==> src/rtl/apb_mem_completer.sv <==
// APB completer bridging APB transfers to a single-cycle memory-model port.
// Optional `APB_ERR_EN: setups to addresses >= MEM_DEPTH get an immediate PSLVERR response.
module apb_mem_completer #(
  parameter int unsigned DATA_WIDTH  = 32,
  parameter int unsigned ADDR_WIDTH  = 16,
  parameter int unsigned SEL_WIDTH   = 4,
  parameter int unsigned SEL_INDEX   = 0,
  parameter int unsigned WAIT_STATES = 0,
  parameter int unsigned MEM_DEPTH   = 256
) (
  input  logic                  i_clk,
  input  logic                  i_rst_n,
  input  logic [SEL_WIDTH-1:0]  i_psel,
  input  logic                  i_penable,
  input  logic                  i_pwrite,
  input  logic [ADDR_WIDTH-1:0] i_paddr,
  input  logic [DATA_WIDTH-1:0] i_pwdata,
  output logic [DATA_WIDTH-1:0] o_prdata,
  output logic                  o_pready,
  output logic                  o_pslverr,
  output logic                  o_mem_en,
  output logic                  o_mem_wr,
  output logic [ADDR_WIDTH-1:0] o_mem_addr,
  output logic [DATA_WIDTH-1:0] o_mem_data_w,
  input  logic [DATA_WIDTH-1:0] i_mem_data_r
);

  localparam int unsigned CNT_WIDTH = 4;

  typedef enum logic [1:0] {IDLE, MEM, LAT, RESP} state_e;

  // Elaboration-time sanity check on configuration.
  if (WAIT_STATES > 15 || MEM_DEPTH == 0) begin : g_bad_cfg
    $error("apb_mem_completer: WAIT_STATES must be 0..15 and MEM_DEPTH nonzero");
  end

  state_e                state_q, state_d;
  logic [CNT_WIDTH-1:0]  cnt_q, cnt_d;
  logic [DATA_WIDTH-1:0] prdata_q, prdata_d;
  logic                  pready_q, pready_d;
  logic                  pslverr_q, pslverr_d;
  logic                  mem_en_q, mem_en_d;
  logic                  mem_wr_q, mem_wr_d;
  logic [ADDR_WIDTH-1:0] mem_addr_q, mem_addr_d;
  logic [DATA_WIDTH-1:0] mem_data_w_q, mem_data_w_d;

  logic sel;
  logic active;
  logic addr_err;
  logic unused_psel;

  assign sel         = i_psel[SEL_INDEX];
  assign active      = sel & i_penable;
  assign unused_psel = ^i_psel;

`ifdef APB_ERR_EN
  assign addr_err = (64'(i_paddr) >= 64'(MEM_DEPTH));
`else
  assign addr_err = 1'b0;
`endif

  // Next-state and next-output logic.
  always_comb begin
    state_d      = state_q;
    cnt_d        = cnt_q;
    prdata_d     = prdata_q;
    pready_d     = pready_q;
    pslverr_d    = pslverr_q;
    mem_en_d     = mem_en_q;
    mem_wr_d     = mem_wr_q;
    mem_addr_d   = mem_addr_q;
    mem_data_w_d = mem_data_w_q;
    unique case (state_q)
      IDLE: begin
        if (sel && !i_penable) begin
          if (addr_err) begin
            state_d   = RESP;
            pready_d  = 1'b1;
            pslverr_d = 1'b1;
            prdata_d  = '0;
          end else begin
            state_d      = MEM;
            mem_en_d     = 1'b1;
            mem_wr_d     = i_pwrite;
            mem_addr_d   = i_paddr;
            mem_data_w_d = i_pwdata;
          end
        end
      end
      MEM: begin
        mem_en_d = 1'b0;
        if (!active) begin
          state_d = IDLE;
        end else begin
          cnt_d   = CNT_WIDTH'(WAIT_STATES);
          state_d = LAT;
        end
      end
      LAT: begin
        if (!active) begin
          state_d = IDLE;
        end else if (cnt_q != '0) begin
          cnt_d = cnt_q - CNT_WIDTH'(1);
        end else begin
          prdata_d = mem_wr_q ? '0 : i_mem_data_r;
          pready_d = 1'b1;
          state_d  = RESP;
        end
      end
      RESP: begin
        pready_d  = 1'b0;
        pslverr_d = 1'b0;
        mem_wr_d  = 1'b0;
        state_d   = IDLE;
      end
      default: state_d = IDLE;
    endcase
  end

  always_ff @(posedge i_clk or negedge i_rst_n) begin
    if (!i_rst_n) begin
      state_q      <= IDLE;
      cnt_q        <= '0;
      prdata_q     <= '0;
      pready_q     <= 1'b0;
      pslverr_q    <= 1'b0;
      mem_en_q     <= 1'b0;
      mem_wr_q     <= 1'b0;
      mem_addr_q   <= '0;
      mem_data_w_q <= '0;
    end else begin
      state_q      <= state_d;
      cnt_q        <= cnt_d;
      prdata_q     <= prdata_d;
      pready_q     <= pready_d;
      pslverr_q    <= pslverr_d;
      mem_en_q     <= mem_en_d;
      mem_wr_q     <= mem_wr_d;
      mem_addr_q   <= mem_addr_d;
      mem_data_w_q <= mem_data_w_d;
    end
  end

  assign o_prdata     = prdata_q;
  assign o_pready     = pready_q;
  assign o_pslverr    = pslverr_q;
  assign o_mem_en     = mem_en_q;
  assign o_mem_wr     = mem_wr_q;
  assign o_mem_addr   = mem_addr_q;
  assign o_mem_data_w = mem_data_w_q;

endmodule

==> config.mk <==
export PLATFORM = sky130hd
export DESIGN_NAME = apb_mem_completer
export DESIGN_NICKNAME = d
export VERILOG_FILES = /design/src/rtl/apb_mem_completer.sv
export SDC_FILE = /design/constraint.sdc
export NUM_CORES = 1
export LEC_CHECK = 0
export BUFFER_PORTS_ARGS = -buffer_cell sky130_fd_sc_hd__buf_2
export CORE_MARGIN = 2
export CORE_UTILIZATION = 47
export CTS_CLUSTER_SIZE = 25
export DETAILED_ROUTE_END_ITERATION = 10
export PLACE_DENSITY = 0.8
export SYNTH_ARGS = -nofsm -noshare
export SYNTH_HDL_FRONTEND = slang
export SYNTH_SLANG_ARGS = --single-unit
==> constraint.sdc <==
create_clock -name i_clk -period 2.21 [get_ports i_clk]
set_input_delay 0.221 -clock i_clk [delete_from_list [all_inputs] [get_ports i_clk]]
set_output_delay 0.221 -clock i_clk [all_outputs]
set_load 0.02 [all_outputs]
# Word level (Yosys, flattened, before mapping)
# Index checks and enable logic that the tools add are counted.
# W data, S select, Z words.
[totals]
ff_bits = 89
input_bits = 88
word_cells = 52
output_inout_bits = 84
[op_classes]
eq_ne = 9
bitwise = 2
n_addsub = 1
reduce_logical = 15
mux = 17
[ops]
columns = ["operator", "count"]
rows = [
  ["$mux W32", 1],
  ["$mux W4", 3],
  ["$ne A2 B2 Y1 const B", 5],
  ["$mux W2", 4],
  ["$pmux W2 S4", 1],
  ["$pmux W4 S2", 1],
  ["$reduce_and A2 Y1", 4],
  ["$reduce_bool A2 Y1", 4],
  ["$pmux W1 S2", 3],
  ["$reduce_and A3 Y1", 2],
  ["$eq A2 B2 Y1 const B", 2],
  ["$mux W1", 4],
  ["$reduce_and A4 Y1", 1],
  ["$reduce_bool A4 Y1", 1],
  ["$sub A4 B1 Y4 const B", 1],
  ["$ne A3 B3 Y1 const B", 1],
  ["$eq A2 B1 Y1 const B", 1],
  ["$logic_not A2 Y1", 1],
  ["$and A1 B1 Y1", 1],
  ["$logic_and A1 B1 Y1", 1],
  ["$logic_not A1 Y1", 1],
  ["$not A1 Y1", 1],
]

# Longest topological paths before layout
# Gate-level depths: netlist (run 1).
[logic_depth]
depth_word = 4
mapped_depth = 6
mapped_depth_nobuf = 5

# Worst setup path after synthesis (run 1)
# No wires, ideal clock.
[synth_path]
path_kind = "register -> register"
startpoint = "reg cnt_q[0]"
endpoint = "reg prdata_q[0], in the netlist o_prdata[0]"
setup_ps = 125
synth_period_minus_slack_ps = 1925
path_buffers = 1
arrival_time_ps = 1800
path_stages_with_launch = 7
t_required_ps = 2085
path_slack_ps = 285
cell_sequence = "dfrtp_1 -> inv_1 -> ha_1 -> or3b_4 -> nor3_4 -> buf_6 -> mux2_2"
[synth_between]
elab_chain_cells = 3
[synth_rtl]
columns = ["item", "line_no", "text"]
rows = [
  ["from (decl)", "38", "logic [CNT_WIDTH-1:0] cnt_q, cnt_d;"],
  ["from (signal assigned)", "133", "cnt_q <= cnt_d;"],
  ["$reduce_bool A4 Y1", "102", "end else if (cnt_q != '0) begin"],
  ["$not A1 Y1 (no source line)", "--", ""],
  ["$reduce_and A3 Y1 (no source line)", "--", ""],
  ["to (signal assigned)", "134", "prdata_q <= prdata_d;"],
  ["to (decl)", "39", "logic [DATA_WIDTH-1:0] prdata_q, prdata_d;"],
]
# No other way between the ends.
# A chain may end at the register's enable or synchronous reset.

# Worst setup path after layout (run 1)
[layout_path]
startpoint = "reg cnt_q[0]"
endpoint = "reg prdata_q[26], in the netlist o_prdata[26]"
# The elaborated chain is that of the path after synthesis.

==> key figures, run 1 <==
Run status
  • Status: completed

Clocking
  • H-tree levels: 3
  • CTS tree: built
  • Clk_lat worst skew: 0.35 ns
  • Post-CTS setup buffer count: 0
  • Root Driver: clkbuf_8
  • Clk sinks: 89
  • Clk buf depth: 2
  • CTS buffer count: 9
  • Clock transition at path regs: 0.10 ns

Synth
  • Mapped Area: between 3000 and 4000 um^2
  • Synth async-reset ratio: 100%
  • Syn_nets: 353
  • Most frequent cell after synthesis: dfrtp_1
  • Most used DFF post-synth: dfrtp_1
  • Seq/Total Area, Yosys: between 50% and 60%
  • Cell taking the most area after synthesis: dfrtp_1
  • Syn avg cell area: 14.2 um^2
  • Yosys Warn Count: 0
  • EDFF count, synth: 0
  • Top cells by area, synth: dfrtp_1 (60%), mux2_2 (22%), nor2b_1 (5.5%)
  • Post-synthesis cell type count: 29
  • Post-synth top cells: dfrtp_1 (89), mux2_2 (72), nor2b_1 (33)
  • FF+latch count, synth: 89
  • Synth top area share: 59.7%
  • Mapped Cells: approximately 260

Finish
  • Area Growth Syn to Fin: 32.0%
  • Share of layout cells above drive strength 1: between 50% and 60%
  • Ant diodes: 0
  • Finished Layout Cells: 539
  • Final #Nets: about 520
  • Fillers: a little under 600
  • Multi-input gate area: around 1400 um^2
  • Register Area: around 2200 um^2

Critical path
  • Setup crit start kind: flop
  • Required time worst endpoint: ~2.5 ns
  • Worst Path Buf+Inv: 2
  • RR Startpoint: cnt_q[0]
  • Crit path max-delay cell type: dfrtp_1
  • Critical Path, Cell by Cell: inv_1 > ha_1 > or3b_4 > nor3_4 > buf_12 > mux2_2
  • Critical path capture point type: flop
  • CP max stage delay: 0.42 ns
  • Worst R2R End: o_prdata[26]
  • Worst path top cell family by delay: simple AND/OR/NAND/NOR gates
  • WP data arrival: 2.29 ns
  • FF-to-FF path depth: 6
  • Crit-path max FO: 32
  • Worst Path Class, Setup: flop to flop
  • Reg-to-reg setup timing slack: roughly 0.17 ns

Detailed routing
  • DR WL met2: ~3.7 mm
  • Routed WL: just under 8 mm
  • Starting DRT DRC Count: between 60 and 70
  • Routed wl met3: a little under 900 um
  • Drt via density: 4.95
  • Routed len/inst: about 15 um
  • Vias: 2669
  • Top routing layer in use: met4
  • Router iterations before antenna repair: 4
  • DRC viols: 0
  • M1 wire length: 3.21 mm
  • Routed Antenna Nets: 0

GRT
  • Global Route Usage Sum: between 10% and 20%
  • Vias in the first global route: roughly 2.7k
  • Total gr overflow: 0
  • Pin count of the biggest net entering global routing: between 50 and 60
  • First-pass GRT wire length: 12.7 mm
  • Initial antenna violation count: 0

Min path
  • Hold Crit Class: input pin to flop
  • WHS Path Cells: 2
  • Hold Crit Start: i_paddr[9]
  • WHS Endpoint: o_mem_addr[9]

Job
  • Max-cap violations: 0

STA
  • Unrepaired setup endpoints after global routing: false
  • Setup TNS: 0 ns
  • Final setup viols: 0
  • Max Slew Vio Count: 0
  • Post-route clock period utilization: between 90% and 100%
  • Fin crit period: 2.04 ns
  • Clock skew after layout: 0.0108 ns
  • F_max: just under 500 MHz
  • Final hold vios: 0

Placed design
  • Placed Instances: 522
  • Dpl hpwl: 5.72 mm
  • PortBufs: approximately 170
  • Routability congestion estimate: 0.749

Floorplan
  • Die ar.: roughly 8700 um^2
  • Die width: slightly above 90 um
  • I/O pin count: about 170
  • Die height: approximately 93 um
  • Row count: 32
  • Starting Density: 48.3%
  • Core area: between 7000 and 8000 um^2

Power
  • VDD IR-drop max: between 0.5 and 0.6 mV
  • Clock power frac: 31.0%
  • Comb pwr share: a little over a fifth
  • PD cells: roughly 820 nW/um^2
  • Psw: 1.19 mW
  • Seq pwr share: 47.8%
  • Switching share of power: just under 30%
  • Int Power: between 2 and 3 mW
  • Pleak: approximately 2.5 nW
-- kinds of logic after synthesis --
group	share of synthesized area [%]
flip-flops	59.7
multiplexers	24.2
AND/OR/NAND/NOR	10.5
buffers and inverters	2.58
AO/OA/AOI/OAI	2.31
adder cells (fa/ha/maj)	0.671
other	0.101
-- metal layers --
metal | GRT usage (%) | vias to the layer above
li1 | - | 1250
met1 | 23.0 | 1272
met2 | 30.3 | 138
met3 | 6.69 | 9
met4 | 7.35 | 0
met5 | 0 | -
-- per-stage QoR --
step           total power, mW  worst slack [ns]  util [%]  hold slack [ns]  instance area (um^2)
2_1_floorplan             2.45             0.285         -          -0.0746                  3730
3_5_place_dp              2.82             0.180      60.7            0.217                  4690
3_3_place_gp              2.78             0.251      60.7            0.214                  4690
5_1_grt                   4.23            0.0635      63.7           0.0765                  4920
4_1_cts                   4.07             0.160      63.7           0.0665                  4920
6_report                  4.03             0.166      63.7           0.0830                  4920
-- layout make-up --
class | instances | share of cell area [%]
Clock inverter | 7 | 2.08
Multi-Input combinational cell | 157 | 28.7
Inverter | 3 | 0.229
Timing Repair Buffer | 172 | 18.6
Clock buffer | 9 | 2.52
Sequential cell | 89 | 45.2
Tap cell | 102 | 2.59
-- power by group through the flow --
stage               logic [mW]  registers [mW]  clock network [mW]
CTS                      0.868            1.93                1.28
finish                   0.854            1.92                1.25
detailed placement       0.866            1.95                   0
global route             0.925            1.95                1.35
floorplan                0.275            2.17                   0
global placement         0.843            1.94                   0
-- flip-flops by register name, indices dropped and copies added (netlist names) --
signal	count
o_mem_wr	1
o_pready	1
cnt_q	4
o_mem_en	1
o_mem_addr	16
state_q	2
o_prdata	32
o_mem_data_w	32
-- how the worst max path moves through the flow --
stage | endpoint | startpoint | depth (start not counted)
floorplan | o_prdata[0] | cnt_q[0] | 6
global placement | o_prdata[17] | cnt_q[0] | 6
detailed placement | o_prdata[26] | cnt_q[0] | 6
CTS | o_prdata[29] | cnt_q[0] | 6
global route | o_prdata[29] | cnt_q[0] | 6
finish | o_prdata[26] | cnt_q[0] | 6
-- layout by cell type (no fill, tap or decap), types with 2 or more instances in the layout --
cell type,n
buf_2,166
dfrtp_1,89
mux2_2,72
nor2b_1,33
clkbuf_8,9
mux2_1,8
nand2_1,5
nand2b_1,5
nand3_1,4
inv_1,3
o21ai_0,3
nor2_1,3
or4_1,3
a21oi_1,3
buf_12,3
nor3b_1,2
o32a_1,2
and2_1,2
o31ai_1,2
ha_1,2
bufinv_16,2
inv_6,2
clkinv_4,2
buf_4,2
-- what timing repair did --
item                                   in CTS  in global routing
endpoints found under the hold margin      36                  0
hold buffers                                1                  0
resized for setup                           0                  0
(Power assumes the default switching activity.)
==> run 2: changes to the inputs <==
--- a/config.mk
+++ b/config.mk
@@ -6,11 +6,13 @@
 export NUM_CORES = 1
 export LEC_CHECK = 0
 export BUFFER_PORTS_ARGS = -buffer_cell sky130_fd_sc_hd__buf_2
+export CAP_MARGIN = 25
 export CORE_MARGIN = 2
-export CORE_UTILIZATION = 47
+export CORE_UTILIZATION = 40
 export CTS_CLUSTER_SIZE = 25
 export DETAILED_ROUTE_END_ITERATION = 10
-export PLACE_DENSITY = 0.8
+export MAX_ROUTING_LAYER = met4
+export PLACE_DENSITY = 0.7
 export SYNTH_ARGS = -nofsm -noshare
 export SYNTH_HDL_FRONTEND = slang
 export SYNTH_SLANG_ARGS = --single-unit
==> run 2 against run 1 <==
Against the previous run: die area grew 17%; cell area increased by 0.13%; critical endpoint is now o_prdata[21]; combinational power barely moved; clock-buffer cell count is the same; worst setup slack better by 0.022 ns; sequential share of layout area shrank 0.057 points; hold slack improved by 0.0050 ns; non-clock buffer count is 3 higher; largest power group unchanged; global-route usage down 2.9 points; via count decreased by 0.67%.
==> key figures, run 2 (synthesized netlist as in run 1, its figures left out) <==
Floorplan
  • Core area: 9150 um^2 (was 7730 um^2)
  • Die height: 101 um (was 93.1 um)
  • Die ar.: 10100 um^2 (was 8660 um^2)
  • Starting Density: 40.8% (was 48.3%)
  • Row count: 35 (was 32)
  • Die width: 101 um (was 93.1 um)
  • I/O pin count: 172 (unchanged)

Clocking
  • Clk sinks: 89 (unchanged)
  • Clk_lat worst skew: 0.34 ns (was 0.35 ns)
  • Clk buf depth: 2 (unchanged)
  • CTS buffer count: 9 (unchanged)
  • Clock transition at path regs: 0.10 ns (about the same)
  • H-tree levels: 3 (unchanged)
  • Root Driver: clkbuf_8 (unchanged)
  • CTS tree: built (unchanged)

Min path
  • WHS Path Cells: 2 (unchanged)
  • Hold Crit Class: input pin to flop (unchanged)

Placed design
  • Routability congestion estimate: 0.713 (was 0.749)
  • PortBufs: 167 (unchanged)
  • DP Area: 4720 um^2 (was 4690 um^2)
  • Dpl hpwl: 5.74 mm (was 5.72 mm)

Critical path
  • WP data arrival: 2.24 ns (was 2.29 ns)
  • Worst path top cell family by delay: simple AND/OR/NAND/NOR gates (unchanged)
  • Critical Path, Cell by Cell: inv_1 > ha_1 > or3b_4 > nor3_4 > buf_12 > mux2_2 (unchanged)
  • CP max stage delay: 0.42 ns (about the same)
  • Crit path max-delay cell type: dfrtp_1 (unchanged)
  • FF-to-FF path depth: 6 (unchanged)
  • Worst Path Class, Setup: flop to flop (unchanged)
  • Required time worst endpoint: 2.43 ns (was 2.45 ns)
  • CP Depth: 6 (unchanged)
  • Worst Path Buf+Inv: 2 (unchanged)
  • Critical path capture point type: flop (unchanged)
  • Setup crit start kind: flop (unchanged)
  • Crit-path max FO: 32 (unchanged)

GRT
  • Vias in the first global route: 2602 (was 2736)
  • Global Route Usage Sum: 15.8% (was 18.7%)
  • Initial antenna violation count: 0 (unchanged)
  • Pin count of the biggest net entering global routing: 52 (was 54)
  • First-pass GRT wire length: 12.2 mm (was 12.7 mm)
  • Total gr overflow: 0 (unchanged)

Power
  • VDD IR-drop max: 0.555 mV (was 0.570 mV)
  • Final Power: 3.90 mW (was 4.03 mW)
  • PD cells: 792 nW/um^2 (was 818 nW/um^2)
  • Pleak: 2.55 nW (was 2.54 nW)

STA
  • Final setup viols: 0 (unchanged)
  • Setup TNS: 0 ns (unchanged)
  • Clock skew after layout: 0.0125 ns (was 0.0108 ns)
  • Slew @ Worst Pin: just over 0.5 ns
  • Fin crit period: 2.02 ns (was 2.04 ns)
  • Post-route clock period utilization: 91.5% (was 92.5%)
  • WHS: 0.0880 ns (was 0.0830 ns)
  • Max Slew Vio Count: 0 (unchanged)
  • Rel. slew slack: between 60% and 70%
  • Final hold vios: 0 (unchanged)
  • F_max: 495 MHz (was 489 MHz)
  • Unrepaired setup endpoints after global routing: false (unchanged)

Finish
  • Area Growth Syn to Fin: 32.2% (was 32.0%)
  • Commonest non-fill, non-tap cell in the layout: buf_2 (unchanged)
  • Most frequent cells in the layout: buf_2 (166), dfrtp_1 (89), mux2_2 (72) (unchanged)
  • Final #Nets: 525 (was 522)
  • Post-route cell area: 4930 um^2 (was 4920 um^2)
  • Ant diodes: 0 (unchanged)
  • Final Util: 53.9% (was 63.7%)
  • Share of layout cells above drive strength 1: 60.2% (was 60.0%)

Detailed routing
  • Drt via density: 4.81 (was 4.95)
  • Router iterations before antenna repair: 4 (unchanged)
  • Routed Antenna Nets: 0 (unchanged)
  • Routed WL: 7.88 mm (was 7.84 mm)
  • DRC viols: 0 (unchanged)
  • Starting DRT DRC Count: 74 (was 63)
  • Vias: 2651 (was 2669)
  • Routed len/inst: 14.3 um (was 14.6 um)

Run status
  • Status: completed (unchanged)

Job
  • Max-cap violations: 0 (unchanged)
==> run 2: final cells by class <==
type	instances	area, um^2
clock buffer	9	124
clock inverter	7	75.1
fill	788	4220
inverter	3	11.3
multi-input combinational	157	1420
sequential	89	2230
tap	111	139
timing repair buffer	175	938
==> run 2: layer usage <==
layer / share of wire (%) / track usage [%] / up-vias / wire length, um
met5: 0 / - / - / 0
met4: 0.72 / 5.37 / 0 / 57
met3: 9.8 / 5.27 / 5 / 772
met2: 45 / 24.1 / 133 / 3570
met1: 44 / 19.9 / 1263 / 3480
li1: - / - / 1250 / -
==> run 2: worst reg2reg max path: stages, from the launching register on <==
cell	delay [ns]
dfrtp_1	0.42
inv_1	0.09
ha_1	0.18
or3b_4	0.40
nor3_4	0.21
buf_12	0.23
mux2_2	0.37
==> run 2: stage by stage <==
step	setup slack, ns	instances
floorplan	0.285	263
global placement	0.246	534
detailed placement	0.188	534
CTS	0.175	551
global route	0.120	551
finish	0.188	551
==> run 2: what timing repair did <==
| item | CTS | global route |
|---|---|---|
| gates resized for setup | 0 | 0 |
| hold endpoints to repair | 38 | 0 |
| hold buffers | 1 | 0 |
| endpoints found under the setup margin | 0 | 0 |
| buffers inserted | 0 | 0 |
==> run 2: where the power goes <==
part,leakage (nW),internal [mW],switching (mW)
Sequential,1.12,1.82,0.106
Clock,0.104,0.534,0.590
Combinational,1.33,0.369,0.487
==> run 2: path summary, 6_finish.rpt <==
check,slack (ns),from,to
hold / removal,0.09,i_paddr[9],o_mem_addr[9]
min in group asynchronous,0.38,i_rst_n,o_prdata[10]
max in group asynchronous,1.17,i_rst_n,o_mem_data_w[15]
setup reg to reg,0.19,cnt_q[0],o_prdata[21]
hold reg to reg,0.49,o_mem_addr[5],o_mem_addr[5]
setup / recovery,0.19,cnt_q[0],o_prdata[21]
==> run 3: changes to the inputs <==
--- a/config.mk
+++ b/config.mk
@@ -7,12 +7,14 @@
 export LEC_CHECK = 0
 export BUFFER_PORTS_ARGS = -buffer_cell sky130_fd_sc_hd__buf_2
 export CAP_MARGIN = 25
+export CELL_PAD_IN_SITES_DETAIL_PLACEMENT = 1
+export CELL_PAD_IN_SITES_GLOBAL_PLACEMENT = 1
 export CORE_MARGIN = 2
-export CORE_UTILIZATION = 40
+export CORE_UTILIZATION = 32
 export CTS_CLUSTER_SIZE = 25
 export DETAILED_ROUTE_END_ITERATION = 10
 export MAX_ROUTING_LAYER = met4
-export PLACE_DENSITY = 0.7
+export PLACE_DENSITY_LB_ADDON = 0.1
 export SYNTH_ARGS = -nofsm -noshare
 export SYNTH_HDL_FRONTEND = slang
 export SYNTH_SLANG_ARGS = --single-unit
==> constraint.sdc (replaced) <==
create_clock -name i_clk -period 1.73 [get_ports i_clk]
set_input_delay 0.173 -clock i_clk [delete_from_list [all_inputs] [get_ports i_clk]]
set_output_delay 0.173 -clock i_clk [all_outputs]
set_load 0.02 [all_outputs]
==> run 3 against run 2 <==
Against the previous run: the flow now finishes with violations (setup timing); clock skew is 0.00097 ns lower; total power is 43% higher; critical path depth is 1 higher; largest cell class unchanged.
==> key figures, run 3 (synthesized netlist as in run 1, its figures left out) <==
Run status
  • Status: finished with violations (was completed)
  • Failing checks: setup timing

STA
  • F_max: 533 MHz (was 495 MHz)
  • Rel. slew slack: 63.5% (was 66.2%)
  • Slew @ Worst Pin: 0.546 ns (was 0.507 ns)
  • Final setup viols: 32 (was 0)
  • Setup ws final: -0.146 ns (was 0.188 ns)
  • Post-route clock period utilization: 108% (was 91.5%)
  • Fin crit period: 1.88 ns (was 2.02 ns)
  • Unrepaired setup endpoints after global routing: true (was false)
  • Max Slew Vio Count: 0 (unchanged)
  • Setup TNS: -3.91 ns (was 0 ns)
  • Clock skew after layout: 0.0116 ns (was 0.0125 ns)
  • Final hold vios: 0 (unchanged)

Critical path
  • Critical path origin: cnt_q[0] (unchanged)
  • Crit-path max FO: 13 (was 32)
  • Required time worst endpoint: 1.94 ns (was 2.43 ns)
  • Critical path capture point type: flop (unchanged)
  • Crit path to: o_prdata[8] (was o_prdata[21])
  • WP data arrival: 2.09 ns (was 2.24 ns)
  • Reg-to-reg setup timing slack: -0.15 ns (was 0.19 ns)
  • Worst path top cell family by delay: simple AND/OR/NAND/NOR gates (unchanged)
  • Worst R2R End: o_prdata[8] (was o_prdata[21])
  • Critical Path Most Common Cell: buf_12
  • Critical Path, Cell by Cell: inv_2 > ha_4 > or3b_4 > nor3_4 > buf_12 > buf_12 > mux2_2 (was inv_1 > ha_1 > or3b_4 > nor3_4 > buf_12 > mux2_2)
  • Setup crit start kind: flop (unchanged)
  • Crit path max-delay cell type: dfrtp_1 (unchanged)
  • RR Startpoint: cnt_q[0] (unchanged)
  • Worst Path Class, Setup: flop to flop (unchanged)
  • CP max stage delay: 0.39 ns (was 0.42 ns)
  • CP Depth: 7 (was 6)
  • Worst Path Buf+Inv: 3 (was 2)
  • FF-to-FF path depth: 7 (was 6)

Placed design
  • Dpl ws: -0.180 ns (was 0.188 ns)
  • DP Area: 4820 um^2 (was 4720 um^2)
  • Placed Instances: 574 (was 534)
  • Routability congestion estimate: 0.765 (was 0.713)
  • PortBufs: 167 (unchanged)
  • Dpl hpwl: 6.49 mm (was 5.74 mm)

Finish
  • Most frequent cells in the layout: buf_2 (166), dfrtp_1 (89), mux2_2 (59) (was buf_2 (166), dfrtp_1 (89), mux2_2 (72))
  • Ant diodes: 0 (unchanged)
  • Finished Layout Cells: 597 (was 551)
  • Final #Nets: 539 (was 525)
  • Commonest non-fill, non-tap cell in the layout: buf_2 (unchanged)
  • Post-route cell area: 5290 um^2 (was 4930 um^2)
  • Share of layout cells above drive strength 1: 62.1% (was 60.2%)
  • Area Growth Syn to Fin: 41.7% (was 32.2%)

Floorplan
  • Row count: 39 (was 35)
  • I/O pin count: 172 (unchanged)
  • Die width: 112 um (was 101 um)
  • Die ar.: 12500 um^2 (was 10100 um^2)
  • Starting Density: 32.7% (was 40.8%)
  • Die height: 112 um (was 101 um)
  • Core area: 11400 um^2 (was 9150 um^2)

Min path
  • Hold Crit Class: input pin to flop (unchanged)
  • WHS Path Cells: 2 (unchanged)
  • Hold Crit Start: i_paddr[5] (was i_paddr[9])

Power
  • PD cells: 1050 nW/um^2 (was 792 nW/um^2)
  • Int Power: 3.99 mW (was 2.72 mW)
  • Switching share of power: 28.4% (was 30.3%)
  • Seq pwr share: 43.8% (was 49.3%)
  • Psw: 1.58 mW (was 1.18 mW)
  • Pleak: 2.68 nW (was 2.55 nW)
  • Clock power frac: 35.4% (was 28.8%)
  • VDD IR-drop max: 0.581 mV (was 0.555 mV)
  • Comb pwr share: 20.7% (was 21.9%)
  • Final Power: 5.57 mW (was 3.90 mW)

Clocking
  • Clk buf depth: 2 (unchanged)
  • Clock transition at path regs: 0.06 ns (was 0.10 ns)
  • H-tree levels: 3 (unchanged)
  • Root Driver: clkbuf_16 (was clkbuf_8)
  • Clk_lat worst skew: 0.34 ns (about the same)
  • CTS tree: built (unchanged)
  • Clk sinks: 89 (unchanged)
  • CTS buffer count: 9 (unchanged)

Detailed routing
  • Drt via density: 4.60 (was 4.81)
  • Vias: 2745 (was 2651)
  • Router iterations before antenna repair: 4 (unchanged)
  • Routed WL: 9.38 mm (was 7.88 mm)
  • DRC viols: 0 (unchanged)
  • Starting DRT DRC Count: 106 (was 74)
  • Routed Antenna Nets: 0 (unchanged)
  • Routed len/inst: 15.7 um (was 14.3 um)

GRT
  • Vias in the first global route: 2999 (was 2602)
  • Initial antenna violation count: 0 (unchanged)
  • Pin count of the biggest net entering global routing: 52 (unchanged)
  • Total gr overflow: 0 (unchanged)
  • First-pass GRT wire length: 15.1 mm (was 12.2 mm)
  • Global Route Usage Sum: 15.6% (was 15.8%)

Job
  • Max-cap violations: 0 (unchanged)
-- run 3: cell types whose count changed in the layout (fill, tap and decap cells not counted), moves of 8 or more --
cell,previous run,this run
mux2_2,72,59
mux2_4,0,13
clkbuf_8,9,1
clkbuf_16,0,10
buf_4,5,15
-- run 3: worst min-delay path by stage --
stage / to / slack [ns]
2_1_floorplan: cnt_q[0] / -0.12
3_3_place_gp: o_prdata[3] / 0.15
3_5_place_dp: o_prdata[4] / 0.15
4_1_cts: o_mem_addr[5] / 0.04
5_1_grt: o_mem_addr[5] / 0.05
6_report: o_mem_addr[5] / 0.05
-- run 3: worst register-to-register path: stages (launching register included) --
cell	delay (ns)
dfrtp_1	0.39
inv_2	0.08
ha_4	0.13
or3b_4	0.39
nor3_4	0.16
buf_12	0.14
buf_12	0.14
mux2_2	0.34
-- run 3: routing by layer --
layer / part of all wire, % / GRT usage (%)
met1: 46 / 20.1
met4: 1.4 / 5.61
met5: 0 / -
met3: 6.7 / 3.48
met2: 46 / 24.3
-- run 3: final cells by class --
| type | count | area [um^2] |
|---|---|---|
| fillers | 1248 | 6130 |
| flip-flops and latches | 89 | 2230 |
| multi-input cells | 157 | 1480 |
| repair buffers | 189 | 1080 |
| clock buffers | 11 | 243 |
| well taps | 143 | 179 |
| clock inverters | 5 | 63.8 |
| inverters | 3 | 11.3 |
-- run 3: timing repair --
action | CTS | global route
hold buffers | 1 | 0
setup endpoints to repair | 32 | 33
cloned | 0 | 2
buffers inserted | 2 | 2
endpoints found under the hold margin | 28 | 0
resized for setup | 12 | 7
pin swaps | 0 | 2
-- run 3: through the flow --
| step | hold WS, ns | util, % |
|---|---|---|
| 6_report | 0.0543 | 46.3 |
| 5_1_grt | 0.0481 | 46.3 |
| 4_1_cts | 0.0416 | 45.5 |
| 3_5_place_dp | 0.155 | 42.2 |
| 3_3_place_gp | 0.151 | 42.2 |
| 2_1_floorplan | -0.123 | - |
-- run 3: power groups by stage --
stage / logic, mW / clock network, mW / registers, mW
global route: 1.26 / 2.13 / 2.48
finish: 1.16 / 1.97 / 2.44
detailed placement: 1.16 / 0 / 2.48
global placement: 1.15 / 0 / 2.47
floorplan: 0.351 / 0 / 2.78
CTS: 1.17 / 2.06 / 2.45
